### config.mk
export PLATFORM = sky130hd
export DESIGN_NAME = grid_port_arbiter
export DESIGN_NICKNAME = d
export VERILOG_FILES = /design/src/rtl/grid_arb_pkg.sv /design/src/rtl/grid_port_arbiter_rr_picker.sv /design/src/rtl/grid_port_arbiter.sv
export SDC_FILE = /design/constraint.sdc
export NUM_CORES = 1
export LEC_CHECK = 0
export CAP_MARGIN = 20
export CORE_AREA = 2 2 153 155
export CTS_BUF_LIST = sky130_fd_sc_hd__clkbuf_8 sky130_fd_sc_hd__clkbuf_16
export DETAILED_ROUTE_END_ITERATION = 16
export DIE_AREA = 0 0 155 157
export GPL_ROUTABILITY_DRIVEN = 0
export PLACE_DENSITY = 0.78
export SLEW_MARGIN = 5
export SYNTH_ARGS = -nofsm -noshare
export SYNTH_HDL_FRONTEND = slang
export SYNTH_SLANG_ARGS = --single-unit
### constraint.sdc
create_clock -name clk -period 4.3 [get_ports clk]
set_input_delay 1.075 -clock clk [delete_from_list [all_inputs] [get_ports clk]]
set_output_delay 1.075 -clock clk [all_outputs]
set_load 0.01 [all_outputs]
### src/rtl/grid_arb_pkg.sv
// ---------------------------------------------------------------------------
// grid_arb_pkg
// Shared definitions for the grid port arbiter: default sizing, the value
// that marks an empty grid cell, request opcodes, the FSM state encoding and
// two small decode helpers used when a request is latched.
// ---------------------------------------------------------------------------
package grid_arb_pkg;

    // Default sizing: four requesters, 32-bit cells, a 12x12 grid.
    localparam int NREQ  = 4;
    localparam int DW    = 32;
    localparam int DEPTH = 144;
    localparam int AW    = 12;

    // A cell holding all ones is free and may be claimed.
    localparam logic signed [31:0] EMPTY_CELL = -32'sd1;

    // Request opcodes.
    localparam logic [1:0] OP_READ  = 2'b00;
    localparam logic [1:0] OP_WRITE = 2'b01;
    localparam logic [1:0] OP_CLAIM = 2'b10;
    localparam logic [1:0] OP_RSVD  = 2'b11;

    // Transaction sequencer states.
    typedef enum logic [2:0] {
        ST_IDLE     = 3'd0,
        ST_ISSUE    = 3'd1,
        ST_RD_WAIT  = 3'd2,
        ST_CLAIM_WR = 3'd3,
        ST_DONE     = 3'd4
    } arb_state_e;

    // The reserved opcode behaves exactly like a read.
    function automatic logic [1:0] norm_op(input logic [1:0] op);
        case (op)
            OP_WRITE:          return OP_WRITE;
            OP_CLAIM:          return OP_CLAIM;
            OP_READ, OP_RSVD:  return OP_READ;
            default:           return OP_READ;
        endcase
    endfunction

    // Cell indices are signed: negative values and values at or above the
    // grid size never reach memory.
    function automatic logic addr_in_range(input logic [31:0] a,
                                           input int unsigned depth);
        return (a[31] == 1'b0) && (a < depth);
    endfunction

endpackage

### src/rtl/grid_port_arbiter_rr_picker.sv
// ---------------------------------------------------------------------------
// rr_picker
// Purely combinational round-robin selector. Starting at i_ptr and walking
// upward (wrapping at N), the first asserted request wins.
//   i_req    : request vector
//   i_ptr    : index with highest priority this round
//   o_onehot : one-hot winner (all zero when nothing requests)
//   o_idx    : binary index of the winner
//   o_valid  : at least one request present
// ---------------------------------------------------------------------------
module rr_picker #(
    parameter int N  = 4,
    parameter int IW = 2
) (
    input  logic [N-1:0]  i_req,
    input  logic [IW-1:0] i_ptr,
    output logic [N-1:0]  o_onehot,
    output logic [IW-1:0] o_idx,
    output logic          o_valid
);

    logic [IW-1:0] w_cand;

    // Scan the requesters in rotated order and keep the first hit.
    always_comb begin
        o_onehot = '0;
        o_idx    = '0;
        o_valid  = 1'b0;
        w_cand   = '0;
        for (int k = 0; k < N; k++) begin
            w_cand = IW'((int'(i_ptr) + k) % N);
            if (!o_valid && i_req[w_cand]) begin
                o_valid          = 1'b1;
                o_idx            = w_cand;
                o_onehot[w_cand] = 1'b1;
            end else begin
                o_valid = o_valid;
            end
        end
    end

endmodule

### src/rtl/grid_port_arbiter.sv
// ---------------------------------------------------------------------------
// grid_port_arbiter
// Serialises grid-cell accesses from NREQ requesters onto one memory port.
// Only one transaction is in flight, which makes the read-check-write of a
// claim atomic with respect to every other requester.
//
// Ports
//   clk, reset        : rising-edge clock, synchronous active-low reset
//   req[NREQ]         : request, held until the matching gnt pulse
//   op[2*NREQ]        : 00 read, 01 write, 10 claim, 11 read
//   addr[32*NREQ]     : signed cell index per requester
//   wdata[DW*NREQ]    : write / claim data per requester
//   gnt[NREQ]         : one-cycle one-hot pulse when a request is accepted
//   done[NREQ]        : one-cycle one-hot completion pulse
//   rdata, claim_ok,
//   addr_err          : results, updated on completion and held until the next
//   mem_read/mem_write,
//   mem_addr, mem_din : memory strobes, address and write data
//   mem_dout          : memory read data, valid the cycle after mem_read
//   busy              : high whenever the sequencer is not idle
//
// Latency from the idle cycle that samples req: write 2, read 3,
// failed claim 3, successful claim 4, address error 2.
// ---------------------------------------------------------------------------
module grid_port_arbiter #(
    parameter int NREQ  = grid_arb_pkg::NREQ,
    parameter int DW    = grid_arb_pkg::DW,
    parameter int DEPTH = grid_arb_pkg::DEPTH,
    parameter int AW    = grid_arb_pkg::AW
) (
    input  logic                 clk,
    input  logic                 reset,
    input  logic [NREQ-1:0]      req,
    input  logic [2*NREQ-1:0]    op,
    input  logic [32*NREQ-1:0]   addr,
    input  logic [DW*NREQ-1:0]   wdata,
    output logic [NREQ-1:0]      gnt,
    output logic [NREQ-1:0]      done,
    output logic [DW-1:0]        rdata,
    output logic                 claim_ok,
    output logic                 addr_err,
    output logic                 mem_read,
    output logic                 mem_write,
    output logic [AW-1:0]        mem_addr,
    output logic [DW-1:0]        mem_din,
    input  logic [DW-1:0]        mem_dout,
    output logic                 busy
);

    import grid_arb_pkg::*;

    localparam int IW = (NREQ > 1) ? $clog2(NREQ) : 1;

    // Empty marker at the configured data width (sign-extends the all-ones value).
    localparam logic [DW-1:0] L_EMPTY = DW'(EMPTY_CELL);

    // Sequencer state and latched transaction fields.
    arb_state_e      r_state;
    logic [IW-1:0]   r_rr;
    logic [IW-1:0]   r_win_idx;
    logic [NREQ-1:0] r_win_oh;
    logic [1:0]      r_op;
    logic            r_addr_bad;
    logic [DW-1:0]   r_rd_buf;

    // Registered outputs.
    logic [NREQ-1:0] r_gnt;
    logic [NREQ-1:0] r_done;
    logic            r_mem_read;
    logic            r_mem_write;
    logic [AW-1:0]   r_mem_addr;
    logic [DW-1:0]   r_mem_din;
    logic [DW-1:0]   r_rdata;
    logic            r_claim_ok;
    logic            r_addr_err;
    logic            r_busy;

    // Winner selection and its request fields.
    logic [NREQ-1:0] w_pick_oh;
    logic [IW-1:0]   w_pick_idx;
    logic            w_pick_valid;
    logic [31:0]     w_sel_addr;
    logic [1:0]      w_sel_op;
    logic [DW-1:0]   w_sel_wdata;
    logic            w_sel_in_range;
    logic [IW-1:0]   w_rr_next;

    rr_picker #(
        .N  (NREQ),
        .IW (IW)
    ) u_picker (
        .i_req    (req),
        .i_ptr    (r_rr),
        .o_onehot (w_pick_oh),
        .o_idx    (w_pick_idx),
        .o_valid  (w_pick_valid)
    );

    assign w_sel_addr     = addr[int'(w_pick_idx)*32 +: 32];
    assign w_sel_op       = norm_op(op[int'(w_pick_idx)*2 +: 2]);
    assign w_sel_wdata    = wdata[int'(w_pick_idx)*DW +: DW];
    assign w_sel_in_range = addr_in_range(w_sel_addr, DEPTH);

    // Next round starts just after the requester that was served.
    assign w_rr_next = (r_win_idx == IW'(NREQ - 1)) ? '0 : (r_win_idx + IW'(1));

    // Transaction sequencer; every output is set on the edge entering the
    // state in which it must be visible.
    always_ff @(posedge clk) begin
        if (!reset) begin
            r_state     <= ST_IDLE;
            r_rr        <= '0;
            r_win_idx   <= '0;
            r_win_oh    <= '0;
            r_op        <= OP_READ;
            r_addr_bad  <= 1'b0;
            r_rd_buf    <= '0;
            r_gnt       <= '0;
            r_done      <= '0;
            r_mem_read  <= 1'b0;
            r_mem_write <= 1'b0;
            r_mem_addr  <= '0;
            r_mem_din   <= '0;
            r_rdata     <= '0;
            r_claim_ok  <= 1'b0;
            r_addr_err  <= 1'b0;
            r_busy      <= 1'b0;
        end else begin
            // Pulses last one cycle unless re-asserted below.
            r_gnt       <= '0;
            r_done      <= '0;
            r_mem_read  <= 1'b0;
            r_mem_write <= 1'b0;

            case (r_state)
                ST_IDLE: begin
                    if (w_pick_valid) begin
                        r_win_idx   <= w_pick_idx;
                        r_win_oh    <= w_pick_oh;
                        r_op        <= w_sel_op;
                        r_addr_bad  <= !w_sel_in_range;
                        r_mem_addr  <= w_sel_addr[AW-1:0];
                        r_mem_din   <= w_sel_wdata;
                        r_gnt       <= w_pick_oh;
                        // Strobes appear in ISSUE together with gnt.
                        r_mem_read  <= w_sel_in_range && (w_sel_op != OP_WRITE);
                        r_mem_write <= w_sel_in_range && (w_sel_op == OP_WRITE);
                        r_busy      <= 1'b1;
                        r_state     <= ST_ISSUE;
                    end else begin
                        r_busy  <= 1'b0;
                        r_state <= ST_IDLE;
                    end
                end

                ST_ISSUE: begin
                    if (r_addr_bad) begin
                        r_rdata    <= '0;
                        r_claim_ok <= 1'b0;
                        r_addr_err <= 1'b1;
                        r_done     <= r_win_oh;
                        r_state    <= ST_DONE;
                    end else if (r_op == OP_WRITE) begin
                        r_rdata    <= '0;
                        r_claim_ok <= 1'b0;
                        r_addr_err <= 1'b0;
                        r_done     <= r_win_oh;
                        r_state    <= ST_DONE;
                    end else begin
                        r_state <= ST_RD_WAIT;
                    end
                end

                ST_RD_WAIT: begin
                    if ((r_op == OP_CLAIM) && (mem_dout == L_EMPTY)) begin
                        // Keep the old value aside; rdata only moves on completion.
                        r_rd_buf    <= mem_dout;
                        r_mem_write <= 1'b1;
                        r_state     <= ST_CLAIM_WR;
                    end else begin
                        r_rdata    <= mem_dout;
                        r_claim_ok <= 1'b0;
                        r_addr_err <= 1'b0;
                        r_done     <= r_win_oh;
                        r_state    <= ST_DONE;
                    end
                end

                ST_CLAIM_WR: begin
                    r_rdata    <= r_rd_buf;
                    r_claim_ok <= 1'b1;
                    r_addr_err <= 1'b0;
                    r_done     <= r_win_oh;
                    r_state    <= ST_DONE;
                end

                ST_DONE: begin
                    r_rr    <= w_rr_next;
                    r_busy  <= 1'b0;
                    r_state <= ST_IDLE;
                end

                default: begin
                    r_busy  <= 1'b0;
                    r_state <= ST_IDLE;
                end
            endcase
        end
    end

    assign gnt       = r_gnt;
    assign done      = r_done;
    assign rdata     = r_rdata;
    assign claim_ok  = r_claim_ok;
    assign addr_err  = r_addr_err;
    assign mem_read  = r_mem_read;
    assign mem_write = r_mem_write;
    assign mem_addr  = r_mem_addr;
    assign mem_din   = r_mem_din;
    assign busy      = r_busy;

endmodule

==> out/results.tsv, run 1 <==
stage	metric	value	unit
clock_tree	Sink Count	135	
logic_synthesis	Seq/Total Area, Yosys	38.9	%
min_path	hold path cells	2	
timing	# setup viols final	0	
logic_synthesis	area fraction of the dominant cell type after synthesis	38.9	%
logic_synthesis	top_reg_cell synth	dfxtp_1	
logic_synthesis	synthesized net count	1082	
timing	final worst setup slack	0.608	ns
floorplan	Die X	155	um
floorplan	total die area	24300	um2
timing	relative slew slack	40.4	%
global_routing	Overall Global Routing Usage	20.8	%
clock_tree	Root Buffer Master	clkbuf_16	
clock_tree	CTS max path bufs	2	
cells_and_area	fillcell total	2028	
worst_setup_path	CP Cell Sequence	inv_1 > ha_1 > mux4_2 > nand2b_1 > a32oi_4 > buf_12 > buf_4 > mux2i_1 > mux2i_1 > nor4_1 > a41oi_1 > nor3_2	
worst_setup_path	Worst EP required	4.64	ns
floorplan	Starting Density	30.9	%
clock_tree	clk_lat worst skew	0.42	ns
cells_and_area	Layout area overhead	68.8	%
worst_setup_path	CP max FO	25	
timing	RSZ-0062 raised after global routing	false	
min_path	hold_sp	mem_addr[10]	
clock_tree	CTS Buf Count	17	
floorplan	I/O pin count	391	
placement	number of I/O port buffers	390	
min_path	Hold EP	mem_addr[10]	
timing	Setup TNS Final	0	ns
logic_synthesis	syn_area_per_cell	8.97	um2
worst_setup_path	Critical R2R Capture	mem_write	
logic_synthesis	synth top area cells	dfxtp_1, mux2i_1, nand2_1	
clock_tree	Post-CTS Setup Bufs	0	
worst_setup_path	Register-to-Register Path Depth	12	
timing	clock skew	0.0120	ns
pwr	VDD IR max	0.288	mV
pwr	Power Dens Cells	431	nW/um2
clock_tree	post_cts resized	0	
placement	detailed placement HPWL	20900	um
timing	post-route clock period utilization	85.9	%
clock_tree	clock-pin slew on the worst setup and hold paths	0.06	ns
logic_synthesis	post-synthesis async set-or-reset flop share	0	%
pwr	Leak	4.69	nW
clock_tree	Post-CTS Hold Buffers	0	
timing	max-slew violations	0	
drt	drt drc	0	
floorplan	Die H	157	um
global_routing	initial antenna violation count	1	
timing	fmax	271	MHz
timing	Final Hold Fails	0	
logic_synthesis	count leader, synth	dfxtp_1	
timing	Period minus WS final	3.69	ns
worst_setup_path	Largest stage delay, worst path	0.65	ns
logic_synthesis	Synth area leader	dfxtp_1	
drt	final wirelength	26800	um
global_routing	grt ovf	0	
worst_setup_path	crit-path most repeated cell	mux2i_1	
run_status	status	finished, final reports clean	
worst_setup_path	Crit path arrival time	4.03	ns
drt	Routed wire per std cell	18.6	um
drt	Routed Antenna Nets	0	
drt	initial DRC count	446	
floorplan	core area	22500	um2
worst_setup_path	Slowest-stage cell, CP	mux4_2	
drt	vias	7370	
clock_tree	CTS tree	done	
global_routing	number of global-route vias before repair	7210	
drt	Initial DRT Pass Iterations	5	
min_path	worst hold path type	reg2reg	
worst_setup_path	crit end category	flop	
logic_synthesis	Synth Instances	775	
worst_setup_path	Worst setup SP type	flop	
timing	worst slew pin tran	0.895	ns
worst_setup_path	reg-to-reg startpoint	r_rr[1]	
clock_tree	H-tree levels	4	
drt	via-per-instance ratio	5.12	
cells_and_area	ratio of cells with drive above 1 in the final layout	6.59	%
logic_synthesis	synthesized flop and latch total	135	
logic_synthesis	Post-synth top cells	dfxtp_1, nand2_1, mux2i_1, clkbuf_1, o21ai_1	
run	number of max-cap violations	0	
worst_setup_path	CP Class	reg2reg	
global_routing	largest net degree at the start of global routing	86	
logic_synthesis	EDFF count, synth	0	
cells_and_area	NumNets Final	1448	
worst_setup_path	r2r setup slk	0.61	ns
floorplan	Core Rows	55	
logic_synthesis	Yosys cell types	53	
placement	worst slack, placed	0.223	ns
logic_synthesis	synthesized cell area	6950	um2
global_routing	first-pass GRT wire length	39600	um
logic_synthesis	Ys Warns	0	
logic make-up (layout without fill, tap and decap cells):
group	after synthesis	count (layout)	synth area share (%)
flip-flops	135	135	38.9
other	0	1	0
adder cells (fa/ha/maj)	5	5	0.900
AO/OA/AOI/OAI	238	238	24.6
buffers and inverters	70	449	4.93
AND/OR/NAND/NOR	228	228	15.8
multiplexers	99	99	14.8
placed cells by master, fill, tap and decap left out, types with 7 or more instances in the layout:
master | synthesis | final
buf_4 | 3 | 20
o21ai_0 | 20 | 20
a21boi_1 | 8 | 7
nor2b_1 | 26 | 26
nand2_1 | 119 | 119
a22oi_1 | 35 | 35
o211a_1 | 33 | 33
a211oi_1 | 23 | 23
dfxtp_1 | 135 | 135
mux2i_1 | 94 | 94
clkbuf_16 | 0 | 17
o21ai_1 | 37 | 37
a21boi_0 | 7 | 7
clkdlybuf4s50_1 | 0 | 389
nor4_1 | 24 | 24
nand4_1 | 7 | 7
nand3_1 | 7 | 7
nor2_1 | 15 | 13
o21a_1 | 34 | 34
and3_1 | 8 | 8
a21oi_1 | 26 | 25
area by class of cell:
| type | count | area, um2 | share of cell area (%) |
|---|---|---|---|
| flip-flops and latches | 135 | 2700 | 23.0 |
| clock buffers | 17 | 425 | 3.63 |
| well taps | 285 | 357 | 3.04 |
| diodes | 1 | 2.50 | 0.0213 |
| inverters | 5 | 18.8 | 0.160 |
| clock inverters | 15 | 181 | 1.55 |
| multi-input cells | 570 | 3940 | 33.6 |
| repair buffers | 412 | 4100 | 35.0 |
how the worst max path moves through the flow:
stage / start / slack [ns] / cells past startpoint / end
2_1_floorplan: req[0] / 0.74 / 10 / mem_read
4_1_cts: r_rr[1] / 0.63 / 12 / mem_write
5_1_grt: r_rr[1] / 0.34 / 12 / mem_din[17]
3_3_place_gp: req[2] / 0.31 / 11 / mem_din[17]
3_5_place_dp: req[2] / 0.22 / 11 / mem_din[17]
6_report: r_rr[1] / 0.61 / 12 / mem_write
critical path: cells and delay by family (launching register included):
kind,cells,cell delay [ns]
adder cells (fa/ha/maj),1,0.52
multiplexers,3,1.00
AO/OA/AOI/OAI,2,0.39
AND/OR/NAND/NOR,3,0.55
buffers and inverters,3,0.65
flip-flops,1,0.49
metrics by stage:
stage / instances / hold slack, ns / util [%] / area, um2 / power (mW)
3_3_place_gp: 1407 / 0.445 / 49.4 / 11100 / 3.55
6_report: 1440 / 0.459 / 52.1 / 11700 / 5.06
2_1_floorplan: 775 / 0.438 / - / 6950 / 2.61
3_5_place_dp: 1407 / 0.446 / 49.4 / 11100 / 3.58
5_1_grt: 1440 / 0.478 / 52.1 / 11700 / 5.33
4_1_cts: 1439 / 0.455 / 52.1 / 11700 / 5.10
per-layer routing:
layer	vias up	share of wire, %	wire, um	global-route usage [%]
li1	3576	-	-	-
met1	3475	39	10500	23.5
met2	277	51	13600	37.2
met3	42	7.9	2120	6.72
met4	0	2.0	548	6.66
met5	-	0	0	0
sequential cells by signal (all words and copies together), names as in the netlist, 2 cells and up:
name	count
r_op	2
r_win_oh	4
mem_din	32
r_state	3
gnt	4
r_win_idx	2
r_rr	2
mem_addr	12
r_rd_buf	32
rdata	32
done	4
power breakdown:
part           internal [mW]  leakage (nW)  switching (mW)
clock network          0.883         0.299           0.624
registers               1.47          1.10           0.129
logic                   1.02          3.28           0.932
Power figures use the tool's default switching activity.
==> run 2: changes to the inputs <==
--- a/config.mk
+++ b/config.mk
@@ -6,10 +6,10 @@
 export NUM_CORES = 1
 export LEC_CHECK = 0
 export CAP_MARGIN = 20
-export CORE_AREA = 2 2 153 155
+export CORE_AREA = 2 2 154 156
 export CTS_BUF_LIST = sky130_fd_sc_hd__clkbuf_8 sky130_fd_sc_hd__clkbuf_16
 export DETAILED_ROUTE_END_ITERATION = 16
-export DIE_AREA = 0 0 155 157
+export DIE_AREA = 0 0 156 158
 export GPL_ROUTABILITY_DRIVEN = 0
 export PLACE_DENSITY = 0.78
 export SLEW_MARGIN = 5
==> out/results.tsv, run 2 (same netlist as run 1, synthesis figures left out) <==
stage	metric	value	unit
worst_setup_path	CP Class	in2reg	
clock_tree	Root Buffer Master	clkbuf_16	
cells_and_area	most frequent cells in the layout	clkdlybuf4s50_1, dfxtp_1, nand2_1	
global_routing	first-pass GRT wire length	39200	um
timing	# setup viols final	0	
worst_setup_path	cell class contributing the biggest share of worst-path delay	simple AND/OR/NAND/NOR gates	
global_routing	grt ovf	0	
floorplan	Die H	158	um
timing	final worst setup slack	0.403	ns
cells_and_area	ratio of cells with drive above 1 in the final layout	6.59	%
worst_setup_path	CP Cell Sequence	clkdlybuf4s50_1 > buf_4 > nor4b_1 > nand2_1 > a32oi_4 > buf_12 > mux2i_1 > mux2i_1 > o31ai_1 > and4b_1 > nor3b_1	
worst_setup_path	reg-to-reg startpoint	r_rr[0]	
global_routing	largest net degree at the start of global routing	84	
worst_setup_path	CP bufs+invs	3	
clock_tree	H-tree levels	4	
placement	worst slack, placed	0.0845	ns
placement	detailed placement HPWL	20600	um
worst_setup_path	Slowest-stage cell, CP	nor4b_1	
run_status	status	finished, final reports clean	
floorplan	Starting Density	30.2	%
global_routing	number of global-route vias before repair	7138	
floorplan	core area	23100	um2
drt	final wirelength	26800	um
global_routing	initial antenna violation count	3	
drt	Routed wire per std cell	18.5	um
global_routing	Overall Global Routing Usage	20.4	%
worst_setup_path	crit end category	flop	
worst_setup_path	Largest stage delay, worst path	0.52	ns
drt	via-per-instance ratio	5.14	
clock_tree	clk_lat worst skew	0.42	ns
floorplan	I/O pin count	391	
worst_setup_path	Worst EP required	4.64	ns
worst_setup_path	CP max FO	15	
cells_and_area	fillcell total	2099	
floorplan	total die area	24600	um2
timing	RSZ-0062 raised after global routing	false	
pwr	Pwr Total	5.03	mW
timing	Final Hold Fails	0	
min_path	worst hold path type	reg2reg	
worst_setup_path	Worst setup SP type	input port	
drt	vias	7434	
timing	post-route clock period utilization	90.6	%
worst_setup_path	Critical R2R Capture	mem_read	
clock_tree	Post-CTS Setup Bufs	0	
timing	max-slew violations	0	
timing	Setup TNS Final	0	ns
clock_tree	clock-pin slew on the worst setup and hold paths	0.06	ns
worst_setup_path	Register-to-Register Path Depth	12	
worst_setup_path	crit-path most repeated cell	mux2i_1	
cells_and_area	NumNets Final	1448	
run	number of max-cap violations	0	
pwr	Leak	4.68	nW
clock_tree	post_cts resized	0	
clock_tree	Sink Count	135	
placement	cell area after placement	11200	um2
pwr	Power Dens Cells	427	nW/um2
timing	relative slew slack	31.0	%
timing	fmax	257	MHz
min_path	hold_sp	mem_addr[7]	
min_path	Hold EP	mem_addr[7]	
worst_setup_path	r2r setup slk	0.46	ns
floorplan	Die X	156	um
clock_tree	CTS Buf Count	17	
timing	clock skew	0.0154	ns
cells_and_area	post-route cell area	11800	um2
min_path	hold path cells	2	
timing	worst hold slack	0.450	ns
timing	Period minus WS final	3.90	ns
worst_setup_path	Worst path depth	11	
worst_setup_path	Crit path arrival time	4.23	ns
timing	worst slew pin tran	1.03	ns
clock_tree	CTS max path bufs	2	
cells_and_area	Layout area overhead	69.4	%
drt	Routed Antenna Nets	0	
drt	Initial DRT Pass Iterations	5	
clock_tree	Post-CTS Hold Buffers	0	
drt	initial DRC count	359	
cells_and_area	commonest non-fill, non-tap cell in the layout	clkdlybuf4s50_1	
placement	number of I/O port buffers	390	
drt	drt drc	0	
pwr	VDD IR max	0.286	mV
clock_tree	CTS tree	done	
floorplan	Core Rows	56	
-- run 2: layout make-up --
cell class,count,area [um2],area share [%]
clock inverter,15,160,1.36
sequential,135,2700,23.0
multi-input combinational,570,3940,33.5
timing repair buffer,412,4150,35.3
inverter,5,18.8,0.159
antenna,3,7.51,0.0638
clock buffer,17,425,3.61
tap,290,363,3.08
-- run 2: worst max path at each step --
stage / to / slack [ns] / start
after detailed placement: mem_write / 0.08 / req[2]
after global routing: mem_write / 0.20 / req[0]
final: mem_read / 0.40 / req[0]
after floorplan: mem_read / 0.74 / req[0]
after CTS: mem_write / 0.50 / r_rr[0]
after global placement: mem_write / 0.24 / req[2]
-- run 2: metrics by stage --
| step | util, % | std cells |
|---|---|---|
| finish | 51.1 | 1447 |
| global route | 51.1 | 1447 |
| CTS | 51.0 | 1444 |
| detailed placement | 48.5 | 1412 |
| global placement | 48.5 | 1412 |
| floorplan | - | 775 |
-- run 2: report_power, final --
part	internal (mW)	switching, mW	total, mW
Clock	0.819	0.622	1.44
Sequential	1.47	0.131	1.60
Combinational	1.04	0.940	1.98
-- run 2: worst min-delay path, cell delays in order (launching register included) --
cell,delay [ns]
dfxtp_1,0.31
nand2_1,0.05
a21boi_1,0.05
-- run 2: routing by layer --
| metal | track usage (%) | part of all wire [%] |
|---|---|---|
| met1 | 23.5 | 39 |
| met2 | 35.3 | 50 |
| met3 | 6.32 | 8.2 |
| met4 | 8.39 | 2.5 |
| met5 | 0 | 0 |
